### config.mk
export PLATFORM = sky130hd
export DESIGN_NAME = matmul_seq_engine
export DESIGN_NICKNAME = d
export VERILOG_FILES = /design/src/rtl/matmul_pkg.sv /design/src/rtl/matmul_mac_unit.sv /design/src/rtl/matmul_seq_engine.sv
export SDC_FILE = /design/constraint.sdc
export NUM_CORES = 2
export LEC_CHECK = 0
export BUFFER_PORTS_ARGS = -buffer_cell sky130_fd_sc_hd__buf_2
export CAP_MARGIN = 40
export CORE_ASPECT_RATIO = 1.5
export CORE_MARGIN = 1.5
export CORE_UTILIZATION = 25
export DETAILED_ROUTE_END_ITERATION = 8
export SYNTH_ARGS = -nofsm -noshare
export SYNTH_HDL_FRONTEND = slang
export SYNTH_HIERARCHICAL = 1
export SYNTH_SLANG_ARGS = --single-unit
### constraint.sdc
create_clock -name clk_i -period 16.1 [get_ports clk_i]
set_clock_uncertainty 0.1 [all_clocks]
set_input_delay 3.22 -clock clk_i [delete_from_list [all_inputs] [get_ports clk_i]]
set_output_delay 3.22 -clock clk_i [all_outputs]
set_load 0.005 [all_outputs]
### src/rtl/matmul_pkg.sv
// matmul_pkg: address codes, FSM encoding and dimension helper for the
// sequential matmul engine.
package matmul_pkg;

    localparam logic [4:0] OPERAND_A = 5'b00100;
    localparam logic [4:0] OPERAND_B = 5'b01000;
    localparam logic [4:0] OPERAND_C = 5'b10000;

    typedef enum logic [2:0] {
        ST_IDLE   = 3'd0,
        ST_LOAD_A = 3'd1,
        ST_LOAD_B = 3'd2,
        ST_LOAD_C = 3'd3,
        ST_MAC    = 3'd4,
        ST_WRITE  = 3'd5,
        ST_DONE   = 3'd6
    } state_t;

    function automatic int max_dim(input int bus_w, input int data_w);
        return bus_w / data_w;
    endfunction

endpackage

### src/rtl/matmul_mac_unit.sv
// matmul_mac_unit: signed multiply-accumulate with overflow detect.
// MATMUL_SAT_EN selects saturating instead of wrapping results.
module matmul_mac_unit
#(
    parameter int DATA_WIDTH = 8,
    parameter int BUS_WIDTH  = 32
) (
    input  logic                         clk_i,
    input  logic                         rst_ni,
    input  logic                         en,
    input  logic                         init,
    input  logic signed [DATA_WIDTH-1:0] a,
    input  logic signed [DATA_WIDTH-1:0] b,
    input  logic signed [BUS_WIDTH-1:0]  bias,
    output logic signed [BUS_WIDTH-1:0]  result,
    output logic                         ovf
);

    localparam int ACCW = BUS_WIDTH + 1;

    logic signed [2*DATA_WIDTH-1:0] prod;
    logic signed [ACCW-1:0]         acc_q;
    logic signed [ACCW-1:0]         base;
    logic signed [ACCW-1:0]         sum;

    assign prod = a * b;
    assign base = init ? ACCW'(bias) : acc_q;
    assign sum  = base + ACCW'(prod);
    // The extra guard bit disagrees with the sign bit only when out of range
    assign ovf  = sum[ACCW-1] != sum[ACCW-2];

    always_ff @(posedge clk_i or negedge rst_ni) begin
        if (!rst_ni) begin
            acc_q <= '0;
        end else if (en) begin
            acc_q <= sum;
        end
    end

`ifdef MATMUL_SAT_EN
    always_comb begin
        result = sum[BUS_WIDTH-1:0];
        if (ovf) begin
            result = sum[ACCW-1] ? {1'b1, {(BUS_WIDTH-1){1'b0}}}
                                 : {1'b0, {(BUS_WIDTH-1){1'b1}}};
        end
    end
`else
    assign result = sum[BUS_WIDTH-1:0];
`endif

endmodule

### src/rtl/matmul_seq_engine.sv
// matmul_seq_engine: loads A/B/(C), runs one MAC per cycle, writes results.
// Define MATMUL_SAT_EN for saturating results instead of wrapping.
module matmul_seq_engine
    import matmul_pkg::*;
#(
    parameter  int DATA_WIDTH = 8,
    parameter  int BUS_WIDTH  = 32,
    parameter  int ADDR_WIDTH = 32,
    localparam int MAX_DIM    = max_dim(BUS_WIDTH, DATA_WIDTH),
    localparam int DW         = $clog2(MAX_DIM)
) (
    input  logic                  clk_i,
    input  logic                  rst_ni,
    input  logic                  start_i,
    input  logic                  mode_i,
    input  logic [DW-1:0]         n_dim_i,
    input  logic [DW-1:0]         k_dim_i,
    input  logic [DW-1:0]         m_dim_i,
    input  logic [BUS_WIDTH-1:0]  op_data_i,
    input  logic                  op_valid_i,
    output logic                  op_ready_o,
    output logic [ADDR_WIDTH-1:0] wr_addr_o,
    output logic [BUS_WIDTH-1:0]  wr_data_o,
    output logic                  wr_valid_o,
    input  logic                  wr_ready_i,
    output logic                  busy_o,
    output logic                  done_o,
    output logic [BUS_WIDTH-1:0]  flags_o
);

    localparam int IW  = 2 * DW;
    localparam int NEL = MAX_DIM * MAX_DIM;

    state_t state_q, state_d;

    logic          mode_q;
    logic [DW-1:0] nd_q, kd_q, md_q;
    logic [DW-1:0] i_q, j_q, k_q;

    logic signed [DATA_WIDTH-1:0] a_mem [MAX_DIM][MAX_DIM];
    logic signed [DATA_WIDTH-1:0] b_mem [MAX_DIM][MAX_DIM];
    logic signed [BUS_WIDTH-1:0]  c_mem [NEL];
    logic [BUS_WIDTH-1:0]         r_mem [NEL];
    logic [BUS_WIDTH-1:0]         flags_q;

    logic                        beat, i_last, j_last, k_last;
    logic [IW-1:0]               idx;
    logic signed [BUS_WIDTH-1:0] bias, mac_res;
    logic                        mac_ovf, mac_en;

    assign beat   = op_valid_i && op_ready_o;
    assign i_last = i_q == nd_q;
    assign j_last = j_q == md_q;
    assign k_last = k_q == kd_q;
    assign idx    = IW'(i_q) * IW'(MAX_DIM) + IW'(j_q);
    assign bias   = mode_q ? c_mem[idx] : '0;
    assign mac_en = state_q == ST_MAC;

    matmul_mac_unit #(
        .DATA_WIDTH (DATA_WIDTH),
        .BUS_WIDTH  (BUS_WIDTH)
    ) u_mac (
        .clk_i  (clk_i),
        .rst_ni (rst_ni),
        .en     (mac_en),
        .init   (k_q == '0),
        .a      (a_mem[i_q][k_q]),
        .b      (b_mem[k_q][j_q]),
        .bias   (bias),
        .result (mac_res),
        .ovf    (mac_ovf)
    );

    always_ff @(posedge clk_i or negedge rst_ni) begin
        if (!rst_ni) begin
            state_q <= ST_IDLE;
        end else begin
            state_q <= state_d;
        end
    end

    always_comb begin
        state_d = state_q;
        case (state_q)
            ST_IDLE:   if (start_i) state_d = ST_LOAD_A;
            ST_LOAD_A: if (beat && i_last) state_d = ST_LOAD_B;
            ST_LOAD_B: begin
                if (beat && k_last) begin
                    state_d = mode_q ? ST_LOAD_C : ST_MAC;
                end
            end
            ST_LOAD_C: begin
                if (beat && i_last && j_last) state_d = ST_MAC;
            end
            ST_MAC: begin
                if (k_last && j_last && i_last) state_d = ST_WRITE;
            end
            ST_WRITE: begin
                if (wr_ready_i && i_last && j_last) state_d = ST_DONE;
            end
            ST_DONE:   state_d = ST_IDLE;
            default:   state_d = ST_IDLE;
        endcase
    end

    always_ff @(posedge clk_i or negedge rst_ni) begin
        if (!rst_ni) begin
            mode_q  <= 1'b0;
            nd_q    <= '0;
            kd_q    <= '0;
            md_q    <= '0;
            i_q     <= '0;
            j_q     <= '0;
            k_q     <= '0;
            flags_q <= '0;
            for (int r = 0; r < MAX_DIM; r++) begin
                for (int c = 0; c < MAX_DIM; c++) begin
                    a_mem[r][c] <= '0;
                    b_mem[r][c] <= '0;
                end
            end
            for (int e = 0; e < NEL; e++) begin
                c_mem[e] <= '0;
                r_mem[e] <= '0;
            end
        end else begin
            case (state_q)
                ST_IDLE: begin
                    if (start_i) begin
                        mode_q  <= mode_i;
                        nd_q    <= n_dim_i;
                        kd_q    <= k_dim_i;
                        md_q    <= m_dim_i;
                        i_q     <= '0;
                        j_q     <= '0;
                        k_q     <= '0;
                        flags_q <= '0;
                    end
                end
                ST_LOAD_A: begin
                    if (beat) begin
                        for (int c = 0; c < MAX_DIM; c++) begin
                            a_mem[i_q][c] <=
                                op_data_i[c*DATA_WIDTH +: DATA_WIDTH];
                        end
                        i_q <= i_last ? '0 : i_q + 1'b1;
                    end
                end
                ST_LOAD_B: begin
                    if (beat) begin
                        for (int c = 0; c < MAX_DIM; c++) begin
                            b_mem[k_q][c] <=
                                op_data_i[c*DATA_WIDTH +: DATA_WIDTH];
                        end
                        k_q <= k_last ? '0 : k_q + 1'b1;
                    end
                end
                ST_LOAD_C: begin
                    if (beat) begin
                        c_mem[idx] <= op_data_i;
                        j_q <= j_last ? '0 : j_q + 1'b1;
                        if (j_last) i_q <= i_last ? '0 : i_q + 1'b1;
                    end
                end
                ST_MAC: begin
                    k_q <= k_last ? '0 : k_q + 1'b1;
                    if (k_last) begin
                        r_mem[idx] <= mac_res;
                        if (mac_ovf) begin
                            flags_q <= flags_q | (BUS_WIDTH'(1) << idx);
                        end
                        j_q <= j_last ? '0 : j_q + 1'b1;
                        if (j_last) i_q <= i_last ? '0 : i_q + 1'b1;
                    end
                end
                ST_WRITE: begin
                    if (wr_ready_i) begin
                        j_q <= j_last ? '0 : j_q + 1'b1;
                        if (j_last) i_q <= i_last ? '0 : i_q + 1'b1;
                    end
                end
                default: ;
            endcase
        end
    end

    // Outputs decode straight from state so a reset clears them at once
    assign op_ready_o = (state_q == ST_LOAD_A) || (state_q == ST_LOAD_B)
                     || (state_q == ST_LOAD_C);
    assign busy_o     = (state_q != ST_IDLE) && (state_q != ST_DONE);
    assign done_o     = state_q == ST_DONE;
    assign wr_valid_o = state_q == ST_WRITE;
    assign wr_data_o  = wr_valid_o ? r_mem[idx] : '0;
    assign flags_o    = flags_q;

    always_comb begin
        wr_addr_o = '0;
        if (wr_valid_o) begin
            wr_addr_o[4:0]     = OPERAND_C;
            wr_addr_o[5 +: IW] = idx;
        end
    end

endmodule

==> run_results.csv <==
group,metric,value,unit
sta,maxSlewViolCount,0,
sta,hold_viol_final,0,
clock_tree,insertion_delay,0.81,ns
sta,max-slew-margin-rel,25.5,%
clock_tree,htreeDepth,4,
route,via_count,38100,
synthesis,mappedNetlistArea,67800,µm²
clock_tree,cts_resized,0,
global_route,grt_max_degree,185,
status,outcome,"finished, final reports clean",
clock_tree,clockBufferDepth,3,
synthesis,synth_seq_area_share,49.6,%
sta,rsz0062_at_grt,"false",
sta,setup_viol,0,
synthesis,synthCells,4406,
clock_tree,cts_tree,"built",
clock_tree,cts-root-buf,"clkbuf_16",
clock_tree,cts-buffers-inserted,139,
flow_run,drv_cap,0,
place,port_buffers,100,
sta,final.min_clock_period,9.86,ns
route,drt_pass1_iterations,5,
clock_tree,cts_hold_buf,0,
place,post_dp_cell_area,72500,µm²
finish,fin_area,77200,µm²
finish,finalNetCount,4669,
clock_tree,clock_sinks,1345,
floorplan,core,270000,µm²
sta,fin_hold_ws,0.391,ns
floorplan,die_h,641,µm
route,routedWlPerCell,23.0,µm
min_path,hold_path_class,"flip-flop to flip-flop",
synthesis,synth_edf_count,0,
floorplan,ios,144,
synthesis,ys_types,75,
route,antenna_left,0,
global_route,grt_pass1_wl,281000,µm
clock_tree,post-cts-setup-buffers,0,
floorplan,die-width,428,µm
synthesis,synth-seq-cells,1345,
critical_path,critPathMaxFanout,23,
critical_path,critPathLaunchType,"flip-flop",
critical_path,required,16.71,ns
finish,syn_to_final_growth,13.8,%
route,via_per_inst,4.73,
floorplan,dieArea,275000,µm²
sta,finalSetupTns,0,ns
floorplan,num_rows,234,
synthesis,synth-async-reset-ratio,100,%
sta,fmax,101,MHz
synthesis,synth_top_area_share,49.6,%
sta,fin_crit_sh,61.2,%
clock_tree,path_clk_slew,0.07,ns
global_route,grt_overflow,0,
global_route,grt_use_total,13.5,%
critical_path,criticalPathCategory,"flip-flop to flip-flop",
synthesis,avgSynthCellArea,15.4,µm²
place,hpwlAfterDp,117000,µm
critical_path,arrival,10.47,ns
sta,worst_pin_slew,1.12,ns
global_route,grt_pass1_vias,42200,
synthesis,synth_top_cell_by_area,"dfrtp_1",
finish,final_layout_size_suffix_gt1_share,47.9,%
synthesis,synthTopCellsByArea,"dfrtp_1 (50%), mux2_2 (18%), mux4_2 (11%)",
floorplan,initial_core_util,25.1,%
place,gp_congestion,0.811,
synthesis,synth_ff_type,"dfrtp_1",
route,wl,185000,µm
global_route,grt_antenna_before_repair,25,
synthesis,yosys_warnings,6,
critical_path,crit_slowest_cell,"dfrtp_2",
critical_path,slowest_delay,0.83,ns
route,drc,0,
critical_path,cp_common_cell,"fa_1",
route,drt_iter0_drc,2479,
critical_path,critPathCaptureType,"flip-flop",
-- sequential cells by signal (all words and copies together), names as in the netlist --
name / cells
r_mem: 512
nd_q: 2
state_q: 3
i_q: 2
b_mem: 128
a_mem: 128
k_q: 2
c_mem: 512
md_q: 2
j_q: 2
u_mac/acc_q: 33
kd_q: 2
mode_q: 1
flags_o: 16
-- layout by cell type (no fill, tap or decap), types with 7 or more instances in the layout --
cell type	Yosys	final
a21boi_0	25	25
a21boi_1	9	9
a21o_1	8	8
a21oi_1	61	61
a22oi_1	128	128
and2_1	38	38
and3_1	7	7
buf_12	0	17
buf_16	0	20
buf_2	126	107
buf_4	79	91
bufinv_16	0	7
clkbuf_1	173	29
clkbuf_16	0	140
clkbuf_8	0	32
clkinv_2	0	17
conb_1	1	43
dfrtp_1	1345	1339
diode_2	0	11
fa_1	140	140
ha_1	84	83
inv_1	129	127
mux2_1	24	24
mux2_2	1059	1059
mux2_4	241	241
mux2i_1	36	36
mux4_2	336	336
nand2_1	99	78
nand2_2	0	13
nand2_4	0	8
nand2b_1	7	7
nand3_1	12	12
nand4_1	11	11
nand4_4	9	9
nor2_1	30	27
nor3_1	7	7
o21ai_0	19	19
o21ai_1	9	9
xnor2_1	25	25
xor2_1	15	12
-- per-stage QoR --
| stage | utilization (%) | cells | setup slack, ns |
|---|---|---|---|
| floorplan | - | 4448 | 7.99 |
| global placement | 26.5 | 7753 | 6.01 |
| detailed placement | 26.8 | 7800 | 6.12 |
| CTS | 28.6 | 8045 | 6.08 |
| global route | 28.6 | 8048 | 5.52 |
| finish | 28.6 | 8056 | 6.24 |
-- logic make-up after synthesis --
kind of cell	share of synthesized area, %
fa+ha+maj	5.68
compound gates	3.08
mux	35.0
other cells	0.00553
buf+inv	4.07
flops	49.6
simple gates	2.02
xor+xnor	0.516
-- critical path: cells and delay by family (launching register included) --
kind,cells,cell delay [ns]
simple gates,4,0.71
fa+ha+maj,6,2.82
flops,1,0.83
compound gates,8,2.27
buf+inv,4,1.42
mux,2,1.15
xor+xnor,1,0.39
-- metal layers --
metal | wire (µm) | part of all wire, % | track usage, % | vias to the layer above
met3 | 6730 | 3.6 | 1.87 | 325
met4 | 7070 | 3.8 | 5.15 | 10
met1 | 76400 | 41 | 16.4 | 21000
met5 | 69 | 0.037 | 0 | -
li1 | - | - | - | 16000
met2 | 95100 | 51 | 24.1 | 802
-- worst paths after layout --
kind,startpoint,endpoint,cells after the start,slack [ns]
worst min-delay path,r_mem[253]$_DFFE_PN0P_,r_mem[253]$_DFFE_PN0P_,1,0.39
max in group asynchronous,rst_ni,r_mem[470]$_DFFE_PN0P_,4,10.48
worst min register to register,r_mem[253]$_DFFE_PN0P_,r_mem[253]$_DFFE_PN0P_,1,0.39
worst max-delay path,i_q[0]$_DFFE_PN0P_,flags_o[13]$_DFFE_PN0P_,25,6.24
worst max register to register,i_q[0]$_DFFE_PN0P_,flags_o[13]$_DFFE_PN0P_,25,6.24
min in group asynchronous,rst_ni,c_mem[126]$_DFFE_PN0P_,1,2.38
-- synth_stat cells (3+ instances only) --
| cell type | n |
|---|---|
| fa_1 | 140 |
| mux4_2 | 336 |
| a21boi_1 | 9 |
| clkbuf_1 | 173 |
| and2_1 | 38 |
| o21ai_0 | 19 |
| ha_1 | 84 |
| nor2b_1 | 5 |
| nand4_4 | 9 |
| xor2_1 | 15 |
| a21o_1 | 8 |
| nand3_1 | 12 |
| a21boi_0 | 25 |
| nand2_1 | 99 |
| buf_4 | 79 |
| inv_2 | 3 |
| a21oi_1 | 61 |
| mux2_2 | 1059 |
| a22oi_1 | 128 |
| and3_1 | 7 |
| mux2_4 | 241 |
| o21ai_1 | 9 |
| o21a_1 | 3 |
| nor2_1 | 30 |
| mux2i_1 | 36 |
| dfrtp_1 | 1345 |
| nor3_1 | 7 |
| nand4_1 | 11 |
| xnor2_1 | 25 |
| nand2b_1 | 7 |
| o211ai_2 | 3 |
| o21bai_1 | 4 |
| buf_2 | 126 |
| inv_1 | 129 |
| mux2_1 | 24 |
| buf_1 | 24 |
| buf_6 | 25 |
-- cell type report --
| class | instances | area [µm²] |
|---|---|---|
| Antenna cell | 11 | 27.5 |
| Clock buffer | 201 | 4050 |
| Clock inverter | 44 | 611 |
| Fill cell | 27000 | 193000 |
| Inverter | 134 | 503 |
| Multi-Input combinational cell | 2541 | 31700 |
| Sequential cell | 1345 | 33700 |
| Tap cell | 3540 | 4430 |
| Timing Repair Buffer | 240 | 2180 |
Power is left out: the tool's default activity adds up to more than one toggle a clock period on the data nets, which glitch-free logic cannot reach.
